<file path="src/rtl/inst_fetch_unit.sv">
// inst_fetch_unit: instruction fetch, decode and REPEAT expansion stage.
// Optional INST_FETCH_PREFETCH_EN overlaps the next fetch with the last handshake.
module inst_fetch_unit #(
  parameter int                   INST_W    = 32,
  parameter int                   OPCODE_W  = 4,
  parameter int                   ADDR_W    = 8,
  parameter int                   COUNT_W   = 16,
  parameter logic [OPCODE_W-1:0]  OP_HALT   = 4'h0,
  parameter logic [OPCODE_W-1:0]  OP_REPEAT = 4'hF
) (
  input  logic                       clk,
  input  logic                       reset,
  input  logic                       start,
  input  logic [ADDR_W-1:0]          start_addr,
  output logic                       mem_rd_en,
  output logic [ADDR_W-1:0]          mem_addr,
  input  logic [INST_W-1:0]          mem_data,
  output logic                       out_valid,
  input  logic                       out_ready,
  output logic [OPCODE_W-1:0]        out_opcode,
  output logic [INST_W-OPCODE_W-1:0] out_operand,
  output logic                       out_first,
  output logic [COUNT_W-1:0]         out_iter,
  output logic                       busy,
  output logic                       done,
  output logic                       error
);

  typedef enum logic [2:0] {
    IDLE, REQ, LATCH, ISSUE, REPLAY, HALTED
  } state_t;

  state_t                     state;
  logic [ADDR_W-1:0]          pc;
  logic [ADDR_W-1:0]          pc_inc;
  logic [COUNT_W-1:0]         rep_n;
  logic                       have_prev;
  logic                       req;
  logic                       hs;
  logic                       last_hs;
  logic                       fetch_fire;
  logic [OPCODE_W-1:0]        d_op;
  logic [INST_W-OPCODE_W-1:0] d_operand;
  logic [COUNT_W-1:0]         d_count;
  logic                       is_halt;
  logic                       is_rep;
  logic                       bad_rep;
  logic                       skip_rep;
  logic                       run_rep;

  assign pc_inc    = pc + ADDR_W'(1);
  assign d_op      = mem_data[INST_W-1 -: OPCODE_W];
  assign d_operand = mem_data[INST_W-OPCODE_W-1:0];
  assign d_count   = mem_data[COUNT_W-1:0];

  assign is_halt  = (d_op == OP_HALT);
  assign is_rep   = (d_op == OP_REPEAT);
  assign bad_rep  = is_rep && !have_prev;
  assign skip_rep = is_rep && have_prev && (d_count == '0);
  assign run_rep  = is_rep && have_prev && (d_count != '0);

  assign hs      = out_valid && out_ready;
  assign last_hs = hs && ((state == ISSUE) ||
                          (state == REPLAY && out_iter == rep_n));

`ifdef INST_FETCH_PREFETCH_EN
  assign fetch_fire = last_hs;
`else
  assign fetch_fire = 1'b0;
`endif

  assign mem_rd_en = req || fetch_fire;
  assign mem_addr  = fetch_fire ? pc_inc : pc;

  // Sequencer: fetch, decode, issue and replay with registered outputs
  always_ff @(posedge clk or posedge reset) begin
    if (reset) begin
      state       <= IDLE;
      pc          <= '0;
      rep_n       <= '0;
      have_prev   <= 1'b0;
      req         <= 1'b0;
      out_valid   <= 1'b0;
      out_opcode  <= '0;
      out_operand <= '0;
      out_first   <= 1'b0;
      out_iter    <= '0;
      busy        <= 1'b0;
      done        <= 1'b0;
      error       <= 1'b0;
    end else begin
      req <= 1'b0;
      unique case (state)
        IDLE, HALTED: begin
          if (start) begin
            pc        <= start_addr;
            done      <= 1'b0;
            error     <= 1'b0;
            have_prev <= 1'b0;
            busy      <= 1'b1;
            req       <= 1'b1;
            state     <= REQ;
          end
        end
        REQ: state <= LATCH;
        LATCH: begin
          unique case (1'b1)
            is_halt: begin
              done  <= 1'b1;
              busy  <= 1'b0;
              state <= HALTED;
            end
            bad_rep: begin
              error <= 1'b1;
              busy  <= 1'b0;
              state <= HALTED;
            end
            skip_rep: begin
              pc    <= pc_inc;
              req   <= 1'b1;
              state <= REQ;
            end
            run_rep: begin
              rep_n     <= d_count;
              out_iter  <= COUNT_W'(1);
              out_first <= 1'b0;
              out_valid <= 1'b1;
              state     <= REPLAY;
            end
            default: begin
              out_opcode  <= d_op;
              out_operand <= d_operand;
              out_first   <= 1'b1;
              out_iter    <= '0;
              have_prev   <= 1'b1;
              out_valid   <= 1'b1;
              state       <= ISSUE;
            end
          endcase
        end
        ISSUE, REPLAY: begin
          if (last_hs) begin
            pc        <= pc_inc;
            out_valid <= 1'b0;
`ifdef INST_FETCH_PREFETCH_EN
            state     <= LATCH;
`else
            req       <= 1'b1;
            state     <= REQ;
`endif
          end else if (hs) begin
            out_iter <= out_iter + COUNT_W'(1);
          end
        end
        default: state <= IDLE;
      endcase
    end
  end

endmodule

</file>
<file path="config.mk">
export PLATFORM = sky130hd
export DESIGN_NAME = inst_fetch_unit
export DESIGN_NICKNAME = d
export VERILOG_FILES = /design/src/rtl/inst_fetch_unit.sv
export SDC_FILE = /design/constraint.sdc
export NUM_CORES = 1
export LEC_CHECK = 0
export CAP_MARGIN = 15
export CELL_PAD_IN_SITES_DETAIL_PLACEMENT = 1
export CELL_PAD_IN_SITES_GLOBAL_PLACEMENT = 2
export CORE_UTILIZATION = 28
export DETAILED_ROUTE_END_ITERATION = 8
export GPL_ROUTABILITY_DRIVEN = 0
export PLACE_DENSITY = 0.85
export SYNTH_ARGS = -nofsm -noshare
export SYNTH_HDL_FRONTEND = slang
export SYNTH_SLANG_ARGS = --single-unit
</file>
<file path="constraint.sdc">
create_clock -name clk -period 2.4 [get_ports clk]
set_input_delay 0.48 -clock clk [delete_from_list [all_inputs] [get_ports clk]]
set_output_delay 0.48 -clock clk [all_outputs]
set_load 0.05 [all_outputs]
</file>
=== Word level (Yosys, flattened, before mapping) ===
Index checks and enable logic that the tools add are counted.

* Register bits: 82
* Logic and storage cells: 96
* Output and inout port bits: 62
* Input port bits: 44

* Multiplexer cells: 30
* Reductions and logical operators: 32
* Add/subtract/negate cells: 2
* Eq/ne operators: 17
* Bitwise logic cells: 2

{| class="wikitable"
|+ Operator list
! operator !! number
|-
| $pmux 16 s2 || 2
|-
| $mux 16 || 2
|-
| $mux 8 || 3
|-
| $pmux 8 s3 || 1
|-
| $ne 2x2->1 const B || 10
|-
| $add 16x1->16 const B || 1
|-
| $eq 16x16->1 || 1
|-
| $logic_not 16->1 || 1
|-
| $reduce_bool 16->1 || 1
|-
| $reduce_and 3->1 || 5
|-
| $pmux 1 s2 || 6
|-
| $pmux 3 s4 || 1
|-
| $mux 1 || 11
|-
| $pmux 3 s3 || 1
|-
| $add 8x1->8 const B || 1
|-
| $reduce_and 2->1 || 4
|-
| $reduce_and 4->1 || 2
|-
| $logic_and 1x1->1 || 7
|-
| $eq 3x2->1 const B || 2
|-
| $eq 3x3->1 const B || 2
|-
| $mux 3 || 2
|-
| $reduce_or 2->1 || 3
|-
| $eq 4x4->1 const B || 1
|-
| $logic_not 4->1 || 1
|-
| other kinds (10) || 12
|}

=== Logic depth before layout (Yosys ltp) ===
Gate-level depths: netlist of the first run.

* Word-level depth: 6
* Gate-level depth with buffers: 9
* Depth with buffers taken out: 7

=== Worst setup path after synthesis of the first run ===
OpenSTA, ideal clock, no wires.

* Path type: reg2reg
* From: register out_iter[10]
* To: register pc[0], in the netlist mem_addr[0]
* Setup slack: 0.053 ns
* Data required time: 2.279 ns
* Period minus slack after synthesis: 2.347 ns
* Stages on the path, launching flop included: 9
* Library setup time: 0.121 ns
* Data arrival time: 2.226 ns
* Cell sequence: dfrtp_1 -> clkbuf_1 -> xnor2_1 -> nand4b_1 -> or4_4 -> o21ai_2 -> buf_4 -> nand3_1 -> a22o_1

* Longest elaborated chain between the ends: 6

{| class="wikitable"
|+ RTL lines
! what !! RTL line !! text
|-
| from (decl) || 23 || <nowiki>output logic [COUNT_W-1:0] out_iter,</nowiki>
|-
| from (signal assigned) || 152 || <nowiki>out_iter <= out_iter + COUNT_W'(1);</nowiki>
|-
| $eq 16x16->1 || 64 || <nowiki>(state == REPLAY && out_iter == rep_n));</nowiki>
|-
| $logic_and 1x1->1 || 64 ||
|-
| $logic_or 1x1->1 || 63 || <nowiki>assign last_hs = hs && ((state == ISSUE) ||</nowiki>
|-
| $logic_and 1x1->1 || 63 ||
|-
| $ne 2x2->1 (no source line) || n/a ||
|-
| $reduce_and 4->1 (no source line) || n/a ||
|-
| to (signal assigned) || 96 || <nowiki>pc <= start_addr;</nowiki>
|-
| to (signal assigned) || 119 || <nowiki>pc <= pc_inc;</nowiki>
|-
| to (signal assigned) || 143 || <nowiki>pc <= pc_inc;</nowiki>
|-
| to (decl) || 34 || <nowiki>logic [ADDR_W-1:0] pc;</nowiki>
|}

No other way between the ends.
A chain may end at the register's enable or synchronous reset.

=== Worst setup path in the final report of the first run ===
* From: input port mem_data[2]
* To: register rep_n[0]

* Longest elaborated chain between the ends: 3

{| class="wikitable"
|+ RTL lines
! what !! RTL line !! text
|-
| from (decl) || 17 || <nowiki>input logic [INST_W-1:0] mem_data,</nowiki>
|-
| $reduce_bool 16->1 || 60 || <nowiki>assign run_rep = is_rep && have_prev && (d_count != '0);</nowiki>
|-
| $logic_and 1x1->1 || 60 ||
|-
| $reduce_and 2->1 (no source line) || n/a ||
|-
| to (signal assigned) || 124 || <nowiki>rep_n <= d_count;</nowiki>
|-
| to (decl) || 36 || <nowiki>logic [COUNT_W-1:0] rep_n;</nowiki>
|}

No other way between the ends.

==> results.tsv, run 1 <==
stage	metric	value	unit
final_layout	n_diodes	0	
hold_path	worst hold path class	reg -> reg	
job	Max Cap Viol	0	
synth	sequential area share after synthesis	49.6	%
synth	Syn Area/Cell	10.5	um^2
cts	number of CTS-inserted buffers	9	
synth	Post-synth EDFFs	0	
placement	placed cell area	5690	um^2
synth	main area contributors after synthesis	dfrtp_1, mux2_2, a31oi_1	
final_layout	area grow syn2layout	46.9	%
outcome	status	complete, but fails checks	
synth	Synth cell types	54	
global_route	first-pass GRT wire length	21200	um
sta	Slew HR	54.7	%
placement	Place WS	-0.498	ns
setup_path	crit path max-delay cell type	clkdlybuf4s50_1	
floorplan	# rows	44	
routing	Detail Route Antenna Nets	0	
setup_path	CP Capture Type	flip-flop	
power	Tot Pwr	0.00847	W
sta	Final Hold Fails	0	
global_route	met1 usage	22.4	%
sta	Final setup viols	0	
setup_path	CP max stage delay	0.45	ns
cts	CTS max path bufs	2	
power	power per cell area	1390	nW/um^2
global_route	largest net degree at the start of global routing	83	
floorplan	Ports	106	
synth	Synth area leader	dfrtp_1	
global_route	met2 global-route usage	31.3	%
setup_path	worst-path maximum fanout	14	
synth	Post-Syn Area	4140	um^2
floorplan	Core Area	14500	um^2
final_layout	filler cell count	1594	
routing	Via Count	3758	
sta	fin. max-slew vios	0	
synth	yosys synthesis warning count	0	
outcome	failing checks	design-rule violations	
final_layout	fraction of layout cells with a size suffix above 1	23.4	%
synth	async set-reset flop share out of synthesis	100	%
global_route	initial antenna violation count	0	
final_layout	Core Util, Final	42.0	%
synth	Primary FF master, synth	dfrtp_1	
setup_path	Crit path max-delay family	buffers and inverters	
setup_path	Critical Path AT	2.52	ns
sta	Worst Max-Slew Pin Slew	0.679	ns
synth	Syn Nets	440	
routing	Post-Route WL	13500	um
power	VDD IR max	0.874	mV
sta	crit path time final	2.29	ns
cts	clock root cell	clkbuf_16	
cts	Clk pin slew, worst setup/hold paths	0.06	ns
synth	Seq cells post-synth	82	
sta	skew final	0.00713	ns
setup_path	CP cell instances	clkdlybuf4s50_1 > nor4_2 > buf_4 > nand4_1 > buf_4 > o21bai_4 > or2_4 > nor2_4 > buf_12 > mux2_1	
cts	CTS Sinks	82	
global_route	global routing usage on met3	6.18	%
floorplan	Die X-Extent	124	um
final_layout	fin area	6080	um^2
synth	post-synthesis cell count	394	
placement	hpwl dp	9670	um
sta	Final Cycle Share	95.6	%
floorplan	die area	15300	um^2
power	cell leakage power	2.47	nW
setup_path	WS Path Type	in -> reg	
routing	TritonRoute pass-1 iters	6	
cts	worst-skew pair later-pin latency	0.34	ns
setup_path	CP startpoint kind	input port	
setup_path	crit path buf inv count	4	
sta	Setup TNS Final	0	ns
placement	# port buffers	105	
global_route	Most Used Layer, Global Route	met2	
sta	final worst setup slack	0.106	ns
routing	# DRC	1	
routing	DRT iter0 DRCs	120	
final_layout	nets@finish	584	
global_route	gr usage total	18.5	%
setup_path	CP required	2.63	ns
synth	Synth top area share	49.6	%
global_route	gr ovfl total	0	
sta	f_max	436	MHz
routing	Vias per Instance	5.18	
cts	TritonCTS clock tree	done	
floorplan	Starting Density	28.6	%
routing	Avg WL per Cell	18.5	um
floorplan	Die Span Y	124	um
cts	htree depth	3	
setup_path	CP dominant cell by count	buf_4	
sta	RSZ-0062 raised after global routing	no	
global_route	vias in the first global route	3942	
flip-flops by register name, summed over array words and instances (netlist names):
name and count:
error 1, done 1, busy 1, out_operand 28, state 3, mem_addr 8, out_valid 1, have_prev 1
rep_n 16, out_first 1, mem_rd_en 1, out_iter 16, out_opcode 4
final cells by class:
type | instances | area, um^2 | area share [%]
repair buffers | 157 | 1480 | 24.4
clock buffers | 9 | 225 | 3.70
flip-flops and latches | 82 | 2050 | 33.7
clock inverters | 6 | 90.1 | 1.48
inverters | 8 | 33.8 | 0.555
well taps | 184 | 230 | 3.78
multi-input cells | 280 | 1970 | 32.4
cell usage in the layout (no fill, tap or decap), types with 3 or more instances in the layout:
cell type and n:
a21oi_1 19, a22oi_1 3, a31oi_1 27, a32oi_1 3, and3_1 4, and4_1 3
buf_12 3, buf_4 48, clkbuf_16 9, clkdlybuf4s50_1 105, dfrtp_1 82, inv_1 7
mux2_2 42, nand2_1 40, nand2b_1 3, nand3_1 14, nand4_1 11, nor2_1 18
nor2b_1 3, nor3_1 6, nor4_1 5, o21ai_0 17, or3_1 3, xnor2_1 15
per-layer routing:
metal | share of wire, % | vias up
li1 | - | 1734
met1 | 41 | 1906
met2 | 51 | 105
met3 | 6.6 | 13
met4 | 1.2 | 0
met5 | 0 | -
report_power, final:
part	internal [W]	switching, W
clock network	0.000909	0.000587
logic	0.00178	0.00281
registers	0.00195	0.000430
cell families (layout without fill, tap and decap cells):
kind of cell / after synthesis / in the layout / synth area share, %
DFF: 82 / 82 / 49.6
xor gates and xnor gates: 16 / 16 / 3.38
AOI/OAI and AO/OA: 90 / 90 / 14.1
and+or+nand+nor: 126 / 126 / 15.9
adders and majority gates: 2 / 2 / 0.604
muxes: 46 / 46 / 12.5
buffers and inverters: 32 / 180 / 3.93
what timing repair did:
item | in CTS | in global routing
setup endpoints to repair | 19 | 37
pin swaps | 0 | 3
gates resized for setup | 3 | 7
cloned | 0 | 0
buffers inserted | 0 | 3
hold buffers | 0 | 0
worst reg2reg max path, delay by kind of cell, from the launching register on:
family           cells  cell delay, ns
flip-flops           1            0.46
AO/OA/AOI/OAI        2            0.51
XOR/XNOR             1            0.28
AND/OR/NAND/NOR      3            0.87
per-stage QoR:
stage	hold slack (ns)	std cells
5_1_grt	0.529	726
4_1_cts	0.491	723
6_report	0.482	726
3_3_place_gp	0.466	708
2_1_floorplan	0.480	394
3_5_place_dp	0.470	708
path summary, 6_finish.rpt:
check / from / to / slack [ns] / cells after the start
setup / recovery: mem_data[2] / rep_n[0] / 0.11 / 10
hold / removal: out_first / out_first / 0.48 / 2
setup reg to reg: out_iter[7] / out_iter[7] / 0.17 / 6
hold reg to reg: out_first / out_first / 0.48 / 2
max in group asynchronous: reset / out_iter[13] / 1.43 / 3
min in group asynchronous: reset / out_operand[8] / 0.61 / 3
Yosys cell counts (8+ instances only):
cell     instances
a21oi_1         19
mux2_2          43
buf_2           11
a31oi_1         27
nand4_1         11
dfrtp_1         82
nand2_1         40
xnor2_1         15
inv_1            8
nor2_1          18
o21ai_0         17
nand3_1         14
Power figures use the tool's default switching activity.
==> run 2, diff against run 1 <==
--- a/config.mk
+++ b/config.mk
@@ -9,6 +9,7 @@
 export CELL_PAD_IN_SITES_DETAIL_PLACEMENT = 1
 export CELL_PAD_IN_SITES_GLOBAL_PLACEMENT = 2
 export CORE_UTILIZATION = 28
+export CTS_CLUSTER_SIZE = 40
 export DETAILED_ROUTE_END_ITERATION = 8
 export GPL_ROUTABILITY_DRIVEN = 0
 export PLACE_DENSITY = 0.85
==> results of run 2 <==
Same layout as run 1: the final DEF is identical, and so are final timing and power.
==> run 3, diff against run 2 <==
--- a/config.mk
+++ b/config.mk
@@ -5,7 +5,7 @@
 export SDC_FILE = /design/constraint.sdc
 export NUM_CORES = 1
 export LEC_CHECK = 0
-export CAP_MARGIN = 15
+export CAP_MARGIN = 20
 export CELL_PAD_IN_SITES_DETAIL_PLACEMENT = 1
 export CELL_PAD_IN_SITES_GLOBAL_PLACEMENT = 2
 export CORE_UTILIZATION = 28
@@ -13,6 +13,7 @@
 export DETAILED_ROUTE_END_ITERATION = 8
 export GPL_ROUTABILITY_DRIVEN = 0
 export PLACE_DENSITY = 0.85
+export RECOVER_POWER = 50
 export SYNTH_ARGS = -nofsm -noshare
 export SYNTH_HDL_FRONTEND = slang
 export SYNTH_SLANG_ARGS = --single-unit
==> results.tsv, run 3 (same netlist as run 1, synthesis figures left out) <==
stage	metric	value	unit
outcome	status	complete, but fails checks	
outcome	failing checks	design-rule violations	
routing	Via Count	3748	
power	Sequential Power Share	28.3	%
sta	crit path time final	2.30	ns
sta	skew final	0.00686	ns
setup_path	Critical Path AT	2.52	ns
placement	hpwl dp	9670	um
placement	Place WS	-0.498	ns
job	Max Cap Viol	0	
cts	clock root cell	clkbuf_16	
global_route	initial antenna violation count	0	
setup_path	CP Capture Type	flip-flop	
cts	htree depth	3	
placement	# port buffers	105	
power	cell leakage power	2.47	nW
power	power per cell area	1380	nW/um^2
global_route	first-pass GRT wire length	21200	um
routing	DRT iter0 DRCs	123	
cts	worst-skew pair later-pin latency	0.34	ns
final_layout	area grow syn2layout	46.4	%
sta	f_max	435	MHz
sta	RSZ-0062 raised after global routing	no	
floorplan	die area	15300	um^2
global_route	vias in the first global route	3942	
final_layout	most frequent cells in the layout	dfrtp_1, clkdlybuf4s50_1, buf_4	
power	switching pwr	0.00382	W
sta	Final Hold Fails	0	
power	VDD IR max	0.855	mV
final_layout	filler cell count	1596	
sta	Slew HR	22.8	%
routing	Post-Route WL	13500	um
sta	worst hold slack	0.485	ns
setup_path	worst-path maximum fanout	14	
global_route	largest net degree at the start of global routing	83	
setup_path	CP required	2.63	ns
floorplan	Die Span Y	124	um
setup_path	CP startpoint kind	input port	
final_layout	most common cell after layout, fill and taps aside	dfrtp_1	
cts	CTS max path bufs	2	
final_layout	nets@finish	584	
power	Logic pwr share	53.9	%
final_layout	Largest register FFs	28	
cts	TritonCTS clock tree	done	
sta	fin. max-slew vios	0	
final_layout	Top Registers	out_operand x28, out_iter x16, rep_n x16	
sta	Worst Max-Slew Pin Slew	1.16	ns
power	P_int	0.00457	W
sta	Final setup viols	0	
global_route	gr ovfl total	0	
floorplan	Core Area	14500	um^2
routing	# DRC	1	
floorplan	# rows	44	
routing	Detail Route Antenna Nets	0	
cts	Clk pin slew, worst setup/hold paths	0.06	ns
hold_path	worst hold path class	reg -> reg	
routing	Vias per Instance	5.16	
setup_path	WS Path Type	in -> reg	
routing	Avg WL per Cell	18.5	um
final_layout	n_diodes	0	
power	Clk pwr share	17.8	%
sta	final worst setup slack	0.103	ns
global_route	gr usage total	18.5	%
routing	TritonRoute pass-1 iters	6	
final_layout	Largest Register	out_operand	
sta	Final Cycle Share	95.7	%
floorplan	Starting Density	28.6	%
power	Net Sw Frac	45.6	%
cts	CTS Sinks	82	
cts	number of CTS-inserted buffers	9	
final_layout	fraction of layout cells with a size suffix above 1	23.1	%
floorplan	Ports	106	
floorplan	Die X-Extent	124	um
## run 3: changes by cell type in the layout (fill, tap and decap cells not counted), sizes merged
| cell | delta |
|---|---|
| buf | -2 |
| clkbuf | +2 |
| clkdlybuf4s50 | -26 |
| dlygate4sd3 | +26 |
## run 3: power by group through the flow
| stage | logic [W] | registers (W) | clock network, W |
|---|---|---|---|
| floorplan | 0.00166 | 0.00369 | 0 |
| global placement | 0.00440 | 0.00236 | 0 |
| detailed placement | 0.00452 | 0.00240 | 0 |
| CTS | 0.00456 | 0.00239 | 0.00154 |
| global route | 0.00482 | 0.00245 | 0.00157 |
| finish | 0.00452 | 0.00237 | 0.00150 |
## run 3: final cells by class
cell class / count / area (um^2) / share of cell area [%]
flip-flops and latches: 82 / 2050 / 33.9
multi-input cells: 280 / 1960 / 32.4
clock buffers: 9 / 225 / 3.72
well taps: 184 / 230 / 3.80
inverters: 8 / 33.8 / 0.557
repair buffers: 157 / 1470 / 24.2
clock inverters: 6 / 90.1 / 1.49
## run 3: repair_timing
item,in CTS,in global routing
setup endpoints to repair,19,37
buffers inserted,0,3
hold buffers,0,0
pin swaps,0,3
hold endpoints to repair,0,0
gates resized for setup,3,7
## run 3: layer usage
| metal | GRT usage, % | wire, um |
|---|---|---|
| met5 | 0 | 0 |
| met4 | 4.74 | 165 |
| met3 | 6.18 | 914 |
| met2 | 31.3 | 6810 |
| met1 | 22.4 | 5580 |
## run 3: per-stage QoR
step,setup TNS [ns],std cells,cell area [um^2],util [%],power [W]
6_report,0,726,6060,41.9,0.00839
4_1_cts,0,723,6010,41.5,0.00849
3_5_place_dp,-20.27,708,5690,39.3,0.00691
2_1_floorplan,0,394,4140,-,0.00535
5_1_grt,0,726,6060,41.9,0.00884
3_3_place_gp,-18.34,708,5690,39.3,0.00675
## run 3: worst paths after layout
check / from / end / slack (ns) / cells after the start
max: mem_data[2] / rep_n[0] / 0.10 / 10
min: out_first / out_first / 0.48 / 2
max reg2reg: out_iter[7] / out_iter[7] / 0.17 / 6
min reg2reg: out_first / out_first / 0.48 / 2
max in group asynchronous: reset / out_iter[13] / 0.62 / 3
min in group asynchronous: reset / out_operand[4] / 1.04 / 3
## run 3: critical path, stage by stage
cell	delay, ns
clkdlybuf4s50_1	0.45
nor4_2	0.30
buf_4	0.16
nand4_1	0.11
buf_4	0.18
o21bai_4	0.14
or2_4	0.17
nor2_4	0.06
buf_12	0.16
mux2_1	0.31
